==> src/rtl/vend_ctrl_multi.sv <==
// Multi-item vending controller: per-item prices, configurable coin values, change, cancel/refund, coin rejection.
// Optional idle auto-refund is enabled by defining VEND_TIMEOUT_EN.
module vend_ctrl_multi #(
  parameter int                              CREDIT_W       = 8,
  parameter int                              NUM_ITEMS      = 4,
  parameter int                              SEL_W          = 2,
  parameter logic [NUM_ITEMS*CREDIT_W-1:0]   ITEM_PRICE     = {8'd7, 8'd5, 8'd3, 8'd2},
  parameter int                              COIN1_VAL      = 1,
  parameter int                              COIN2_VAL      = 2,
  parameter int                              COIN3_VAL      = 5,
  parameter int                              TIMEOUT_CYCLES = 1000
) (
  input  logic                CLK,
  input  logic                RST,
  input  logic [1:0]          in,
  input  logic                sel_valid,
  input  logic [SEL_W-1:0]    sel,
  input  logic                cancel,
  output logic                out,
  output logic [SEL_W-1:0]    out_item,
  output logic                change_valid,
  output logic [CREDIT_W-1:0] change,
  output logic [CREDIT_W-1:0] credit,
  output logic                coin_reject,
  output logic                busy
);

  typedef enum logic [1:0] {IDLE, COLLECT, VEND, REFUND} state_t;

  state_t             state;
  logic               sel_held;
  logic [SEL_W-1:0]   held_sel;

  logic [CREDIT_W-1:0] price_tbl [NUM_ITEMS];
  logic [CREDIT_W-1:0] price;
  logic [CREDIT_W:0]   coin_val;
  logic [CREDIT_W:0]   coin_sum;
  logic                coin_present;
  logic                coin_fits;
  logic                sel_ok;
  logic                vend_ok;
  logic                active;
  logic                abort;
  logic                coin_taken;
  logic                sel_taken;
  logic                timeout_hit;

  if (NUM_ITEMS < 2 || SEL_W != $clog2(NUM_ITEMS) || TIMEOUT_CYCLES < 1) begin : g_param_check
    $error("vend_ctrl_multi: inconsistent NUM_ITEMS/SEL_W/TIMEOUT_CYCLES");
  end

  for (genvar i = 0; i < NUM_ITEMS; i++) begin : g_price
    assign price_tbl[i] = ITEM_PRICE[i*CREDIT_W +: CREDIT_W];
  end

  // Overflow is detected in the extra carry bit of the widened sum.
  always_comb begin
    coin_val = '0;
    case (in)
      2'd1:    coin_val = (CREDIT_W+1)'(COIN1_VAL);
      2'd2:    coin_val = (CREDIT_W+1)'(COIN2_VAL);
      2'd3:    coin_val = (CREDIT_W+1)'(COIN3_VAL);
      default: coin_val = '0;
    endcase
    price        = price_tbl[held_sel];
    coin_present = (in != 2'd0);
    coin_sum     = {1'b0, credit} + coin_val;
    coin_fits    = !coin_sum[CREDIT_W];
    sel_ok       = sel_valid && (int'(sel) < NUM_ITEMS);
    vend_ok      = sel_held && (credit >= price);
    active       = (state == IDLE) || (state == COLLECT);
    abort        = cancel || timeout_hit;
    coin_taken   = active && !abort && !vend_ok && coin_present && coin_fits;
    sel_taken    = active && !abort && !vend_ok && sel_ok;
  end

`ifdef VEND_TIMEOUT_EN
  logic [31:0] idle_cnt;

  // Counts quiet COLLECT cycles; a rejected coin is not activity.
  always_ff @(posedge CLK) begin
    if (RST) begin
      idle_cnt <= '0;
    end else if (state != COLLECT || coin_taken || sel_taken) begin
      idle_cnt <= '0;
    end else begin
      idle_cnt <= idle_cnt + 32'd1;
    end
  end

  assign timeout_hit = (state == COLLECT) && (idle_cnt >= 32'(TIMEOUT_CYCLES - 1));
`else
  assign timeout_hit = 1'b0;
`endif

  always_ff @(posedge CLK) begin
    if (RST) begin
      state        <= IDLE;
      credit       <= '0;
      sel_held     <= 1'b0;
      held_sel     <= '0;
      out          <= 1'b0;
      out_item     <= '0;
      change_valid <= 1'b0;
      change       <= '0;
      coin_reject  <= 1'b0;
      busy         <= 1'b0;
    end else begin
      out          <= 1'b0;
      change_valid <= 1'b0;
      coin_reject  <= 1'b0;
      busy         <= 1'b0;
      case (state)
        IDLE, COLLECT: begin
          if (abort) begin
            coin_reject <= coin_present;
            if (credit != '0 || sel_held) begin
              state        <= REFUND;
              busy         <= 1'b1;
              change_valid <= 1'b1;
              change       <= credit;
              credit       <= '0;
              sel_held     <= 1'b0;
            end
          end else if (vend_ok) begin
            // Vend decision uses registered credit/selection; inputs on this edge are not merged in.
            coin_reject  <= coin_present;
            state        <= VEND;
            busy         <= 1'b1;
            out          <= 1'b1;
            out_item     <= held_sel;
            change_valid <= 1'b1;
            change       <= credit - price;
            credit       <= '0;
            sel_held     <= 1'b0;
          end else begin
            if (coin_taken) begin
              credit <= coin_sum[CREDIT_W-1:0];
            end
            coin_reject <= coin_present && !coin_fits;
            if (sel_taken) begin
              sel_held <= 1'b1;
              held_sel <= sel;
            end
            state <= (credit != '0 || coin_taken || sel_held || sel_taken) ? COLLECT : IDLE;
          end
        end
        default: begin
          coin_reject <= coin_present;
          state       <= IDLE;
        end
      endcase
    end
  end

endmodule

==> config.mk <==
export PLATFORM = sky130hd
export DESIGN_NAME = vend_ctrl_multi
export DESIGN_NICKNAME = d
export VERILOG_FILES = /design/src/rtl/vend_ctrl_multi.sv
export SDC_FILE = /design/constraint.sdc
export NUM_CORES = 1
export LEC_CHECK = 0
export ABC_AREA = 1
export BUFFER_PORTS_ARGS = -buffer_cell sky130_fd_sc_hd__buf_2
export CORE_MARGIN = 2
export CORE_UTILIZATION = 49
export DETAILED_ROUTE_END_ITERATION = 12
export PLACE_DENSITY = 0.75
export SLEW_MARGIN = 20
export SYNTH_ARGS = -nofsm -noshare
export SYNTH_HDL_FRONTEND = slang
export SYNTH_SLANG_ARGS = --single-unit
==> constraint.sdc <==
create_clock -name CLK -period 1.95 [get_ports CLK]
set_input_delay 0.195 -clock CLK [delete_from_list [all_inputs] [get_ports CLK]]
set_output_delay 0.195 -clock CLK [all_outputs]
set_load 0.02 [all_outputs]
# Word-level counts from Yosys, hierarchy flattened
# Index checks and enable logic that the tools add are counted.
[classes]
addsub = 2
magnitude_cmp = 2
n_eq_ne = 5
muxes = 25
bitwise_logic = 4
n_reduce_logical = 29
[ops]
columns = ["cell", "n"]
rows = [
  ["$mux W8", 9],
  ["$bmux W8 S2", 1],
  ["$reduce_and A3 Y1", 4],
  ["$mux W1", 11],
  ["$add A8 B9 Y9", 1],
  ["$pmux W3 S3", 1],
  ["$ge A8 B8 Y1", 1],
  ["$reduce_bool A8 Y1", 1],
  ["$sub A8 B8 Y8", 1],
  ["$logic_and A1 B1 Y1", 7],
  ["$mux W2", 3],
  ["$reduce_bool A3 Y1", 2],
  ["$logic_or A1 B1 Y1", 5],
  ["$eq A2 B1 Y1 const B", 2],
  ["$eq A2 B2 Y1 const B", 2],
  ["$reduce_and A4 Y1", 1],
  ["$reduce_bool A2 Y1", 2],
  ["$reduce_or A2 Y1", 2],
  ["$ge A3 B3 Y1 const B", 1],
  ["$logic_not A1 Y1", 3],
  ["$not A1 Y1", 3],
  ["$not A2 Y3", 1],
  ["$reduce_or A3 Y1", 1],
  ["$logic_not A2 Y1", 1],
  ["$ne A2 B1 Y1 const B", 1],
]
[totals]
reg_bits = 26
input_bits = 8
out_inout_bits = 22
elab_cells = 76

# Longest topological paths before layout
# Gate-level depths: netlist of the first run.
[depth]
depth_word = 16
depth_mapped = 15
ltp_nobuf = 15

# Worst setup path after synthesis of the first run
# Ideal clock, no wire load.
[synth_path]
path_kind = "reg-to-reg"
from = "reg credit[0]"
to = "reg credit[2]"
setup_time_ns = 0.116
arrival_time_ns = 1.941
required_time_ns = 1.834
slack_ns = -0.108
stages_incl_launch_ff = 15
path_buffers = 0
period_less_slack_ns = 2.058
cell_sequence = "dfxtp_1 inv_1 ha_1 inv_1 fa_1 nand2_1 nand2_1 nor2_2 nand2_2 nand2_4 nand2_4 nand2_8 nand2_4 o21ai_1 nor2_1"
[synth_between]
elab_chain_cells = 8
word_cells_on_any_way = 16
cone_classes = "add/sub: 1; order compare: 1; eq/ne: 1; mux: 3; reduce/logical: 10"
[synth_rtl]
columns = ["item", "line_no", "text"]
rows = [
  ["from (decl)", "23", "output logic [CREDIT_W-1:0] credit,"],
  ["from (signal assigned)", "138", "credit <= coin_sum[CREDIT_W-1:0];"],
  ["$ge A8 B8 Y1", "70", "vend_ok = sel_held && (credit >= price);"],
  ["$logic_and A1 B1 Y1", "70", ""],
  ["$logic_not A1 Y1", "73", "coin_taken = active && !abort && !vend_ok && coin_present && coin_fits;"],
  ["$logic_and A1 B1 Y1 (3 in a row)", "73", ""],
  ["$reduce_bool A3 Y1 (no line)", "n/a", ""],
  ["$reduce_and A3 Y1 (no line)", "n/a", ""],
]
# Several ways; a longest one is shown, not always the timed one. The select of a mux whose other input is x is not followed.
# A chain may end at the register's enable or synchronous reset.

# Worst setup path after layout of the first run
[layout_path]
from = "reg held_sel[1]"
to = "reg credit[2]"
[layout_between]
elab_chain_cells = 12
word_cells_on_any_way = 14
cone_classes = "order compare: 1; mux: 5; bitwise: 1; reduce/logical: 7"
[layout_rtl]
columns = ["item", "line_no", "text"]
rows = [
  ["from (decl)", "32", "logic [SEL_W-1:0] held_sel;"],
  ["from (signal assigned)", "143", "held_sel <= sel;"],
  ["$not A2 Y3 (implied by the code) (*)", "65", "price = price_tbl[held_sel];"],
  ["$bmux W8 S2 (*)", "65", ""],
  ["$mux W8 (implied by the code) (*) (2 in a row)", "65", ""],
  ["$ge A8 B8 Y1 (*)", "70", ""],
  ["$logic_and A1 B1 Y1 (*)", "70", ""],
  ["$logic_not A1 Y1", "73", ""],
  ["$logic_and A1 B1 Y1 (3 in a row)", "73", ""],
  ["$reduce_bool A3 Y1 (no line)", "n/a", ""],
  ["$reduce_and A3 Y1 (no line)", "n/a", ""],
]
# Mark *: on every way between the ends. The rest lies on a longest branch, timed or not. The select of a mux whose other input is x is not followed.

==> metrics.md, run 1 <==
| Metric | Value |
|---|---|
| Detailed Route WL | `4.327 mm` |
| Clock slew at reported path FFs | `0.15 ns` |
| TritonCTS Buffers | `3` |
| Core footprint | `3103 sq um` |
| Clk root buf | `clkbuf_4` |
| Startpoint Class | `flop` |
| Nets | `301` |
| Final Hold Viols | `0` |
| VDD IR-drop max | `0.2967 mV` |
| H-Tree Depth | `1` |
| IO Pins | `30` |
| Reg power frac | `38.1%` |
| Minimum clock period after layout | `2.036 ns` |
| Post-route antenna net violation count | `0` |
| Initial antenna violation count | `0` |
| CTS tree | `done` |
| Cell Area, Synth | `1615 sq um` |
| Worst EP required | `2.21 ns` |
| Final worst path period share | `104.4%` |
| RePlAce Congestion | `0.8880` |
| Setup TNS | `-0.9791 ns` |
| Worst-Skew Late Latency | `0.34 ns` |
| Int Power | `0.0009334 W` |
| Comb pwr share | `45.7%` |
| Synth async-reset ratio | `0%` |
| Pin count of the biggest net entering global routing | `15` |
| Final setup viols | `21` |
| YS warnings | `0` |
| Initial DRC count | `71` |
| Cts hold-fix bufs | `0` |
| Clock sinks | `25` |
| DRC | `0` |
| Global-route usage over all layers | `24.43%` |
| Post-synth EDFFs | `0` |
| Vias in the first global route | `1457` |
| WL/cell | `13.19 microns` |
| Status | `complete, but fails checks` |
| Register bit total from synthesis | `25` |
| Slew @ Worst Pin | `0.6435 ns` |
| DP HPWL | `2.914 mm` |
| Diodes inserted | `0` |
| Maximum fanout along the worst path | `8` |
| Initial core utilization | `52.06%` |
| Distinct cells, synth | `31` |
| RSZ-0062 raised after global routing | `true` |
| Max Freq | `491.2 MHz` |
| Commonest register cell after synthesis | `dfxtp_1` |
| First-pass GRT wire length | `6.624 mm` |
| Layout Utilization | `69.31%` |
| Pre-Repair DR Iteration Count | `4` |
| Pwr dens | `715.4 nW/um^2` |
| Switching Fraction | `39.34%` |
| Share of cells above drive strength 1 | `40.85%` |
| Psw | `0.0006053 W` |
| Rows | `20` |
| Fin. max-slew vios | `0` |
| Fillers | `274` |
| PortBufs | `29` |
| Dpl cells | `314` |
| Seq/Total Area, Yosys | `30.98%` |
| Remaining Overflow, GRT | `0` |
| Failing checks | `negative setup slack` |
| Post-synthesis cell count | `227` |
| Fin worst setup slack | `-0.08584 ns` |
| DIE AREA | `3772 sq um` |
| Deepest clock path buffer count | `2` |
| Die Y-Extent | `61.42 microns` |
| Total number of vias | `1614` |
| Synthesized area per cell | `7.116 sq um` |
| Syn nets | `243` |
| Clock network power share | `16.3%` |
| CP Class | `flop to flop` |
| CP arrival | `2.29 ns` |
| Max_slew headroom | `56.94%` |
| Non-Filler Instances | `328` |
| Place WS | `-0.09517 ns` |
| Hold Slack | `0.1525 ns` |
| Type of the most critical hold path | `input port to flop` |
| P_leak | `1.077 nW` |
| Max_cap viols | `0` |
| Element type at the critical path end | `flop` |
| Area grow syn2layout | `33.15%` |
| Via/cell ratio | `4.921` |
| Clock Skew | `0.008578 ns` |
| Die Span X | `61.42 microns` |
-- critical path, cell delays in order, from the launching register on --
cell and delay [ns]:
dfxtp_2 0.37, inv_2 0.05, nand2_2 0.07, ha_4 0.14, inv_2 0.03, fa_2 0.34, nand2_2 0.10, nand2_2 0.07
nor2_2 0.09, nand2_2 0.07, nand2_4 0.12, nand2_4 0.11, nand2_8 0.13, nand2_8 0.09, o21ai_2 0.13, nor2_1 0.06
-- per-layer routing --
metal | global-route usage [%] | wire, microns | part of all wire, % | vias to the layer above
met5 | 0 | 0 | 0 | -
met1 | 31.57 | 1853 | 43 | 721
met4 | 10.94 | 72 | 1.7 | 0
met2 | 40.43 | 2204 | 51 | 46
met3 | 3.571 | 196 | 4.5 | 7
li1 | - | - | - | 840
-- power by group through the flow --
stage                     Combinational, W  Sequential [W]  Clock [W]
final                             0.000703        0.000586   0.000250
after CTS                         0.000635        0.000586   0.000254
after detailed placement          0.000565        0.000595          0
after global routing              0.000767        0.000594   0.000273
after global placement            0.000558        0.000594          0
after floorplan                   0.000341        0.000645          0
-- cells in the final DEF (no fill, tap or decap), types with 6 or more instances in the layout --
cell type,n
nand2_2,11
a21oi_2,6
nor2_1,20
o21ai_0,6
inv_1,24
nand2_1,45
buf_4,24
dfxtp_1,21
nand3_1,28
buf_2,29
-- repair_timing --
item,in CTS,in global routing
pin swaps,13,2
endpoints found under the setup margin,19,24
resized for setup,21,10
gates cloned,1,1
buffers inserted,4,4
-- synth_stat cells, types with 2 or more instances --
library cell / number / area share (%)
ha_1: 6 / 4.6
o21ai_0: 10 / 3.1
dfxtp_1: 25 / 31
nor2_4: 2 / 1.4
xor2_1: 3 / 1.6
xnor2_1: 2 / 1.1
or2_2: 3 / 1.2
nand3_1: 32 / 9.9
nor2_2: 2 / 0.77
nand2_1: 48 / 11
nand2_4: 3 / 2.1
buf_6: 2 / 1.4
nor3_2: 2 / 1.2
clkbuf_1: 4 / 0.93
a21oi_1: 6 / 1.9
fa_1: 2 / 2.5
nand2_2: 8 / 3.1
nor2_1: 22 / 5.1
a21oi_2: 5 / 2.7
nor3_1: 2 / 0.62
inv_1: 28 / 6.5
-- stage by stage --
step | area, sq um | total power, W
finish | 2151 | 0.001539
global route | 2151 | 0.001634
CTS | 2079 | 0.001475
detailed placement | 1938 | 0.001160
global placement | 1938 | 0.001152
floorplan | 1620 | 0.0009859
-- kinds of logic after synthesis --
kind of cell / share of synthesized area, %
buffers and inverters: 10.69
and+or+nand+nor: 39.27
xor gates and xnor gates: 2.712
adders and majority gates: 7.126
DFF: 30.98
AOI/OAI and AO/OA: 9.217
-- state kept, by name (all words and copies together) (netlist names) --
name         cells
change           8
credit           8
held_sel         2
out_item         2
busy             1
coin_reject      1
out              1
sel_held         1
state            1
-- layout make-up --
class                      instances  area (sq um)  share of cell area, %
inverter                          30         112.6                  5.236
sequential                        25         505.5                  23.50
multi-input combinational        166          1040                  48.34
clock inverter                     1         5.005                 0.2327
tap                               44         55.05                  2.560
clock buffer                       3         22.52                  1.047
timing repair buffer              59         410.4                  19.08
-- path summary, 6_finish.rpt --
path / endpoint / cells after the start / from / slack (ns)
hold / removal: held_sel[0]$_SDFFE_PP0P_ / 3 / sel[0] / 0.15
setup reg to reg: credit[2]$_SDFFE_PP0P_ / 15 / held_sel[1]$_SDFFE_PP0P_ / -0.09
hold reg to reg: change[6]$_SDFFE_PP0P_ / 2 / change[6]$_SDFFE_PP0P_ / 0.47
setup / recovery: credit[2]$_SDFFE_PP0P_ / 15 / held_sel[1]$_SDFFE_PP0P_ / -0.09
Note: power is estimated with default switching activity, not from simulation.
==> run 2, diff against run 1 <==
- CORE_UTILIZATION: 49 -> 50
- PLACE_DENSITY: 0.75 -> 0.73
- REMOVE_ABC_BUFFERS: not set -> 1
- clock period: 1.95 -> 2.4 ns (I/O delays scaled with it)
==> metrics.md, run 2 (synthesis gave the netlist of run 1 again) <==
| Metric | Value |
|---|---|
| Status | `complete, no violations (was complete, but fails checks)` |
| Element type at the critical path end | `flop (unchanged)` |
| TritonCTS Buffers | `3 (unchanged)` |
| Max Freq | `447.6 MHz (was 491.2 MHz)` |
| Pin count of the biggest net entering global routing | `19 (was 15)` |
| Worst EP required | `2.67 ns (was 2.21 ns)` |
| Max_slew headroom | `72.64% (was 56.94%)` |
| Core footprint | `3053 sq um (was 3103 sq um)` |
| Switching Fraction | `38.52% (was 39.34%)` |
| Post-DP Area | `1770 sq um (was 1938 sq um)` |
| Leading cell type in the layout, fill and taps excluded | `nand2_1 (unchanged)` |
| Setup TNS | `0 ns (was -0.9791 ns)` |
| RePlAce Congestion | `0.8099 (was 0.8880)` |
| RSZ-0062 raised after global routing | `false (was true)` |
| Share of cells above drive strength 1 | `27.97% (was 40.85%)` |
| Die Span X | `60.84 microns (was 61.42 microns)` |
| Remaining Overflow, GRT | `0 (unchanged)` |
| Area grow syn2layout | `14.87% (was 33.15%)` |
| Nets | `278 (was 301)` |
| Power Total | `0.001104 W (was 0.001539 W)` |
| Vias in the first global route | `1359 (was 1457)` |
| IO Pins | `30 (unchanged)` |
| First-pass GRT wire length | `6.037 mm (was 6.624 mm)` |
| Worst path slowest cell | `fa_1 (was dfxtp_2)` |
| Max_cap viols | `0 (unchanged)` |
| CTS tree | `done (unchanged)` |
| PortBufs | `29 (unchanged)` |
| Int Power | `0.0006785 W (was 0.0009334 W)` |
| Max incr delay on CP | `0.41 ns (was 0.37 ns)` |
| Final setup viols | `0 (was 21)` |
| Deepest clock path buffer count | `2 (unchanged)` |
| Minimum clock period after layout | `2.234 ns (was 2.036 ns)` |
| Register area | `503.0 sq um (was 505.5 sq um)` |
| Total number of vias | `1505 (was 1614)` |
| DIE AREA | `3702 sq um (was 3772 sq um)` |
| Min-Delay Startpoint | `sel[0] (unchanged)` |
| Post-route antenna net violation count | `0 (unchanged)` |
| Final Hold Viols | `0 (unchanged)` |
| DP HPWL | `2.690 mm (was 2.914 mm)` |
| Hold Slack | `0.1855 ns (was 0.1525 ns)` |
| Initial core utilization | `52.91% (was 52.06%)` |
| Top Registers | `change (8), credit (8) (unchanged)` |
| Most common cell on crit path | `nand2_1 (was nand2_2)` |
| Clock sinks | `25 (unchanged)` |
| Global-route usage over all layers | `21.94% (was 24.43%)` |
| Worst setup path startpoint | `held_sel[1]$_SDFFE_PP0P_ (unchanged)` |
| Maximum fanout along the worst path | `10 (was 8)` |
| Detailed Route WL | `3.576 mm (was 4.327 mm)` |
| Clk root buf | `clkbuf_4 (unchanged)` |
| Rows | `20 (unchanged)` |
| Initial DRC count | `80 (was 71)` |
| CP Class | `flop to flop (unchanged)` |
| P_leak | `0.9377 nW (was 1.077 nW)` |
| Type of the most critical hold path | `input port to flop (unchanged)` |
| Initial antenna violation count | `0 (unchanged)` |
| WL/cell | `11.72 microns (was 13.19 microns)` |
| Reg power frac | `43.3% (was 38.1%)` |
| Worst-Skew Late Latency | `0.33 ns (was 0.34 ns)` |
| Via/cell ratio | `4.934 (was 4.921)` |
| VDD IR-drop max | `0.2459 mV (was 0.2967 mV)` |
| Multi-input gate area | `942.2 sq um (was 1040 sq um)` |
| Fin. max-slew vios | `0 (unchanged)` |
| Psw | `0.0004251 W (was 0.0006053 W)` |
| Clock slew at reported path FFs | `0.14 ns (was 0.15 ns)` |
| Pwr dens | `594.8 nW/um^2 (was 715.4 nW/um^2)` |
| Layout Utilization | `60.78% (was 69.31%)` |
| Startpoint Class | `flop (unchanged)` |
| Commonest non-fill, non-tap cells in the layout | `nand2_1 (48), nand3_1 (32), buf_2 (29) (was nand2_1 (45), buf_2 (29), nand3_1 (28))` |
| Diodes inserted | `0 (unchanged)` |
| Critical-path cell list | `inv_1, nand2_1, ha_1, inv_1, fa_1, nand2_1, nand2_1, nor2_2, nand2_2, nand2_4, nand2_4, nand2_8, buf_4, nand3_1, a21oi_2 (was inv_2, nand2_2, ha_4, inv_2, fa_2, nand2_2, nand2_2, nor2_2, nand2_2, nand2_4, nand2_4, nand2_8, nand2_8, o21ai_2, nor2_1)` |
| Clock Skew | `0.008100 ns (was 0.008578 ns)` |
| Die Y-Extent | `60.84 microns (was 61.42 microns)` |
| H-Tree Depth | `1 (unchanged)` |
| CP arrival | `2.51 ns (was 2.29 ns)` |
| Final instance area | `1856 sq um (was 2151 sq um)` |
| Comb pwr share | `38.8% (was 45.7%)` |
| Pre-Repair DR Iteration Count | `4 (unchanged)` |
| Slew @ Worst Pin | `0.4098 ns (was 0.6435 ns)` |
| R2R Path Start | `held_sel[1]$_SDFFE_PP0P_ (unchanged)` |
| Clock network power share | `17.8% (was 16.3%)` |
| Cts hold-fix bufs | `0 (unchanged)` |
| DRC | `0 (unchanged)` |
| Final worst path period share | `93.09% (was 104.4%)` |
| Fillers | `312 (was 274)` |
-- run 2: metrics by stage --
stage,setup WS (ns),cells
3_5_place_dp,0.06233,294
2_1_floorplan,0.3108,219
3_3_place_gp,0.1213,294
4_1_cts,0.04248,298
6_report,0.1659,305
5_1_grt,0.01208,305
-- run 2: final cells by class --
| cell class | count | share of cell area, % |
|---|---|---|
| flip-flops and latches | 25 | 27.11 |
| clock inverters | 1 | 0.4046 |
| repair buffers | 38 | 11.46 |
| multi-input cells | 164 | 50.78 |
| inverters | 30 | 6.069 |
| clock buffers | 3 | 1.214 |
| well taps | 44 | 2.967 |
-- run 2: power by group through the flow --
stage	Clock, W	Combinational (W)	Sequential, W
6_report	0.000197	0.000429	0.000478
4_1_cts	0.000198	0.000405	0.000477
2_1_floorplan	0	0.000254	0.000525
5_1_grt	0.000221	0.000479	0.000483
3_3_place_gp	0	0.000393	0.000485
3_5_place_dp	0	0.000402	0.000487
-- run 2: worst paths after layout --
kind                               to  slack (ns)  cells after the start
max reg2reg    credit[3]$_SDFFE_PP0P_        0.17                     15
max            credit[3]$_SDFFE_PP0P_        0.17                     15
min reg2reg  out_item[1]$_SDFFE_PP0P_        0.47                      2
min          held_sel[0]$_SDFFE_PP0P_        0.19                      3
-- run 2: what timing repair did --
action | CTS | global route
endpoints found under the setup margin | 0 | 19
resized for setup | 0 | 3
setup buffers | 0 | 7
-- run 2: metal layers --
layer,wire length [microns],up-vias,global-route usage [%]
met5,0,-,0
met4,104,0,10.56
met3,172,11,3.412
met2,1684,43,35.79
met1,1614,664,28.27
li1,-,787,-
-- run 2: worst max-delay path, delay by kind of cell (launching register included) --
| kind | cells | cell delay (ns) |
|---|---|---|
| simple gates | 9 | 0.84 |
| fa+ha+maj | 2 | 0.57 |
| flops | 1 | 0.36 |
| buf+inv | 3 | 0.27 |
| compound gates | 1 | 0.14 |
==> run 3, diff against run 2 <==
- ABC_AREA: 1 -> not set
- PLACE_DENSITY: 0.73 -> 0.74
==> metrics.md, run 3 <==
| Metric | Value |
|---|---|
| Status | `complete, no violations (unchanged)` |
| Worst-Skew Late Latency | `0.31 ns (was 0.33 ns)` |
| CTS tree | `done (unchanged)` |
| DIE AREA | `3283 sq um (was 3702 sq um)` |
| Share of cells above drive strength 1 | `26.13% (was 27.97%)` |
| Cell Area, Synth | `1420 sq um (was 1615 sq um)` |
| Clock sinks | `25 (unchanged)` |
| CP arrival | `2.55 ns (was 2.51 ns)` |
| Max_cap viols | `0 (unchanged)` |
| Pre-Repair DR Iteration Count | `5 (was 4)` |
| Dpl cells | `223 (was 294)` |
| R2r setup slk | `0.11 ns (was 0.17 ns)` |
| IO Pins | `30 (unchanged)` |
| Initial antenna violation count | `0 (unchanged)` |
| Die Span X | `57.30 microns (was 60.84 microns)` |
| Global-route usage over all layers | `19.68% (was 21.94%)` |
| Element type at the critical path end | `flop (unchanged)` |
| Vias in the first global route | `1151 (was 1359)` |
| RePlAce Congestion | `0.8491 (was 0.8099)` |
| Min-Delay Startpoint | `sel[1] (was sel[0])` |
| Setup TNS | `0 ns (unchanged)` |
| Pwr dens | `709.2 nW/um^2 (was 594.8 nW/um^2)` |
| Startpoint Class | `flop (unchanged)` |
| Synthesized area per cell | `8.555 sq um (was 7.116 sq um)` |
| VDD IR-drop max | `0.4612 mV (was 0.2459 mV)` |
| Max_slew headroom | `66.62% (was 72.64%)` |
| Post-synth EDFFs | `0 (unchanged)` |
| Via/cell ratio | `5.757 (was 4.934)` |
| P_leak | `0.7754 nW (was 0.9377 nW)` |
| Fin. max-slew vios | `0 (unchanged)` |
| Maximum fanout along the worst path | `4 (was 10)` |
| Diodes inserted | `0 (unchanged)` |
| Top Registers | `change (8), credit (8) (unchanged)` |
| Area leader, netlist | `dfxtp_1 (unchanged)` |
| Clock Skew | `0.004080 ns (was 0.008100 ns)` |
| Hold Crit Depth | `3 (unchanged)` |
| First-pass GRT wire length | `5.085 mm (was 6.037 mm)` |
| Layout Utilization | `61.05% (was 60.78%)` |
| Rows | `19 (was 20)` |
| Nets | `216 (was 278)` |
| YS warnings | `0 (unchanged)` |
| Core footprint | `2734 sq um (was 3053 sq um)` |
| Fin worst setup slack | `0.1073 ns (was 0.1659 ns)` |
| Post-route antenna net violation count | `0 (unchanged)` |
| Clk root buf | `clkbuf_4 (unchanged)` |
| Commonest register cell after synthesis | `dfxtp_1 (unchanged)` |
| Max Freq | `436.2 MHz (was 447.6 MHz)` |
| Max incr delay on CP | `0.51 ns (was 0.41 ns)` |
| Top cells by area, synth | `dfxtp_1 (35%), nor2_1 (5.8%), ha_1 (5.3%) (was dfxtp_1 (31%), nand2_1 (11%), nand3_1 (9.9%))` |
| Initial DRC count | `38 (was 80)` |
| Fillers | `254 (was 312)` |
| Initial core utilization | `51.95% (was 52.91%)` |
| TritonCTS Buffers | `3 (unchanged)` |
| Place WS | `0.003499 ns (was 0.06233 ns)` |
| Clock slew at reported path FFs | `0.14 ns (about the same)` |
| Minimum clock period after layout | `2.293 ns (was 2.234 ns)` |
| Hold Slack | `0.1555 ns (was 0.1855 ns)` |
| Yosys top cell area share | `35.24% (was 30.98%)` |
| R2R Path Start | `held_sel[1]$_SDFFE_PP0P_ (unchanged)` |
| Die Y-Extent | `57.30 microns (was 60.84 microns)` |
| Detailed Route WL | `3.140 mm (was 3.576 mm)` |
| WL/cell | `13.65 microns (was 11.72 microns)` |
| Non-Filler Instances | `230 (was 305)` |
| Area grow syn2layout | `17.53% (was 14.87%)` |
| Synth top cells by count | `dfxtp_1 (25), nor2_1 (22), nand2_1 (11) (was nand2_1 (48), nand3_1 (32), inv_1 (28))` |
| Most common cell in the netlist | `dfxtp_1 (was nand2_1)` |
| Worst EP required | `2.65 ns (was 2.67 ns)` |
| DRC | `0 (unchanged)` |
| Leading cell type in the layout, fill and taps excluded | `buf_2 (was nand2_1)` |
| H-Tree Depth | `1 (unchanged)` |
| Remaining Overflow, GRT | `0 (unchanged)` |
| Deepest clock path buffer count | `2 (unchanged)` |
| Type of the most critical hold path | `input port to flop (unchanged)` |
| Commonest non-fill, non-tap cells in the layout | `buf_2 (29), nor2_1 (22), dfxtp_1 (22) (was nand2_1 (48), nand3_1 (32), buf_2 (29))` |
| Final setup viols | `0 (unchanged)` |
| CP Class | `flop to flop (unchanged)` |
| Distinct cells, synth | `43 (was 31)` |
| Slew @ Worst Pin | `0.4942 ns (was 0.4098 ns)` |
| Seq/Total Area, Yosys | `35.24% (was 30.98%)` |
| Final Hold Viols | `0 (unchanged)` |
| Critical-path cell list | `or2_2, ha_1, inv_1, fa_1, nand2_2, a41oi_2, or2_1, or4_1, a21oi_1 (was inv_1, nand2_1, ha_1, inv_1, fa_1, nand2_1, nand2_1, nor2_2, nand2_2, nand2_4, nand2_4, nand2_8, buf_4, nand3_1, a21oi_2)` |
| PortBufs | `29 (unchanged)` |
| Reg2Reg Depth | `9 (was 15)` |
| Total number of vias | `1324 (was 1505)` |
| Final worst path period share | `95.53% (was 93.09%)` |
| Pin count of the biggest net entering global routing | `26 (was 19)` |
| Worst Hold End | `held_sel[1]$_SDFFE_PP0P_ (was held_sel[0]$_SDFFE_PP0P_)` |
| Post-synthesis cell count | `166 (was 227)` |
| Register bit total from synthesis | `25 (unchanged)` |
| Worst path slowest cell | `or4_1 (was fa_1)` |
| Worst R2R End | `credit[5]$_SDFFE_PP0P_ (was credit[3]$_SDFFE_PP0P_)` |
| DP HPWL | `2.317 mm (was 2.690 mm)` |
| Synth async-reset ratio | `0% (unchanged)` |
[run 3: changes by cell type after synthesis, moves of 3 or more]
cell      delta
a211oi_1     +7
a21oi_1      +4
a21oi_2      -5
a22o_1       +3
clkbuf_1     +5
inv_1       -20
mux2i_1      +7
nand2_1     -37
nand2_2      -8
nand2_4      -3
nand3_1     -30
nor3b_1      +3
xnor2_1      +3
[run 3: through the flow]
stage | area (sq um) | total power (W)
2_1_floorplan | 1368 | 0.0008477
3_3_place_gp | 1612 | 0.0009810
3_5_place_dp | 1612 | 0.0009964
4_1_cts | 1660 | 0.001182
5_1_grt | 1669 | 0.001265
6_report | 1669 | 0.001184
[run 3: critical path: cells and delay by family (launching register included)]
family          cells  cell delay [ns]
buf+inv             1             0.05
flops               1             0.38
simple gates        4             0.98
compound gates      2             0.27
fa+ha+maj           2             0.54
[run 3: cell type report]
cell class / instances / area (sq um) / area share (%)
multi-input cells: 122 / 842.1 / 50.45
repair buffers: 40 / 227.7 / 13.64
well taps: 31 / 38.79 / 2.324
clock buffers: 4 / 26.28 / 1.574
inverters: 8 / 30.03 / 1.799
flip-flops and latches: 25 / 504.2 / 30.21
[run 3: metal layers]
layer | global-route usage [%] | part of all wire [%] | up-vias
li1 | - | - | 661
met1 | 25.67 | 43 | 607
met2 | 32.51 | 49 | 50
met3 | 3.175 | 6.4 | 6
met4 | 7.973 | 1.3 | 0
met5 | 0 | 0 | -
[run 3: repair_timing]
action,4_1_cts,5_1_grt
buffers inserted,3,0
setup endpoints to repair,3,11
hold buffers,0,0
gates resized for setup,0,5
pin swaps,1,0
cloned,0,0
[run 3: kinds of logic after synthesis]
family | after synthesis | synth area share, %
buffers and inverters | 19 | 5.815
adder cells (fa/ha/maj) | 8 | 8.106
flip-flops | 25 | 35.24
AO/OA/AOI/OAI | 41 | 20.00
AND/OR/NAND/NOR | 60 | 22.20
multiplexers | 7 | 4.934
XOR/XNOR | 6 | 3.700
[run 3: how the worst max path moves through the flow]
stage | startpoint | end | cells after the start
finish | held_sel[1]$_SDFFE_PP0P_ | credit[5]$_SDFFE_PP0P_ | 9
detailed placement | credit[0]$_SDFFE_PP0P_ | credit[2]$_SDFFE_PP0P_ | 8
global placement | credit[0]$_SDFFE_PP0P_ | credit[2]$_SDFFE_PP0P_ | 8
global route | credit[0]$_SDFFE_PP0P_ | credit[5]$_SDFFE_PP0P_ | 9
CTS | held_sel[1]$_SDFFE_PP0P_ | credit[5]$_SDFFE_PP0P_ | 9
floorplan | credit[0]$_SDFFE_PP0P_ | credit[5]$_SDFFE_PP0P_ | 9
[run 3: report_power, final]
| part | internal [W] | switching, W | leakage, nW | total [W] |
|---|---|---|---|---|
| sequential | 0.000470 | 0.0000403 | 0.205 | 0.000511 |
| clock | 0.0000649 | 0.000124 | 0.0150 | 0.000188 |
| combinational | 0.000200 | 0.000284 | 0.555 | 0.000485 |
| total | 0.000736 | 0.000448 | 0.775 | 0.00118 |
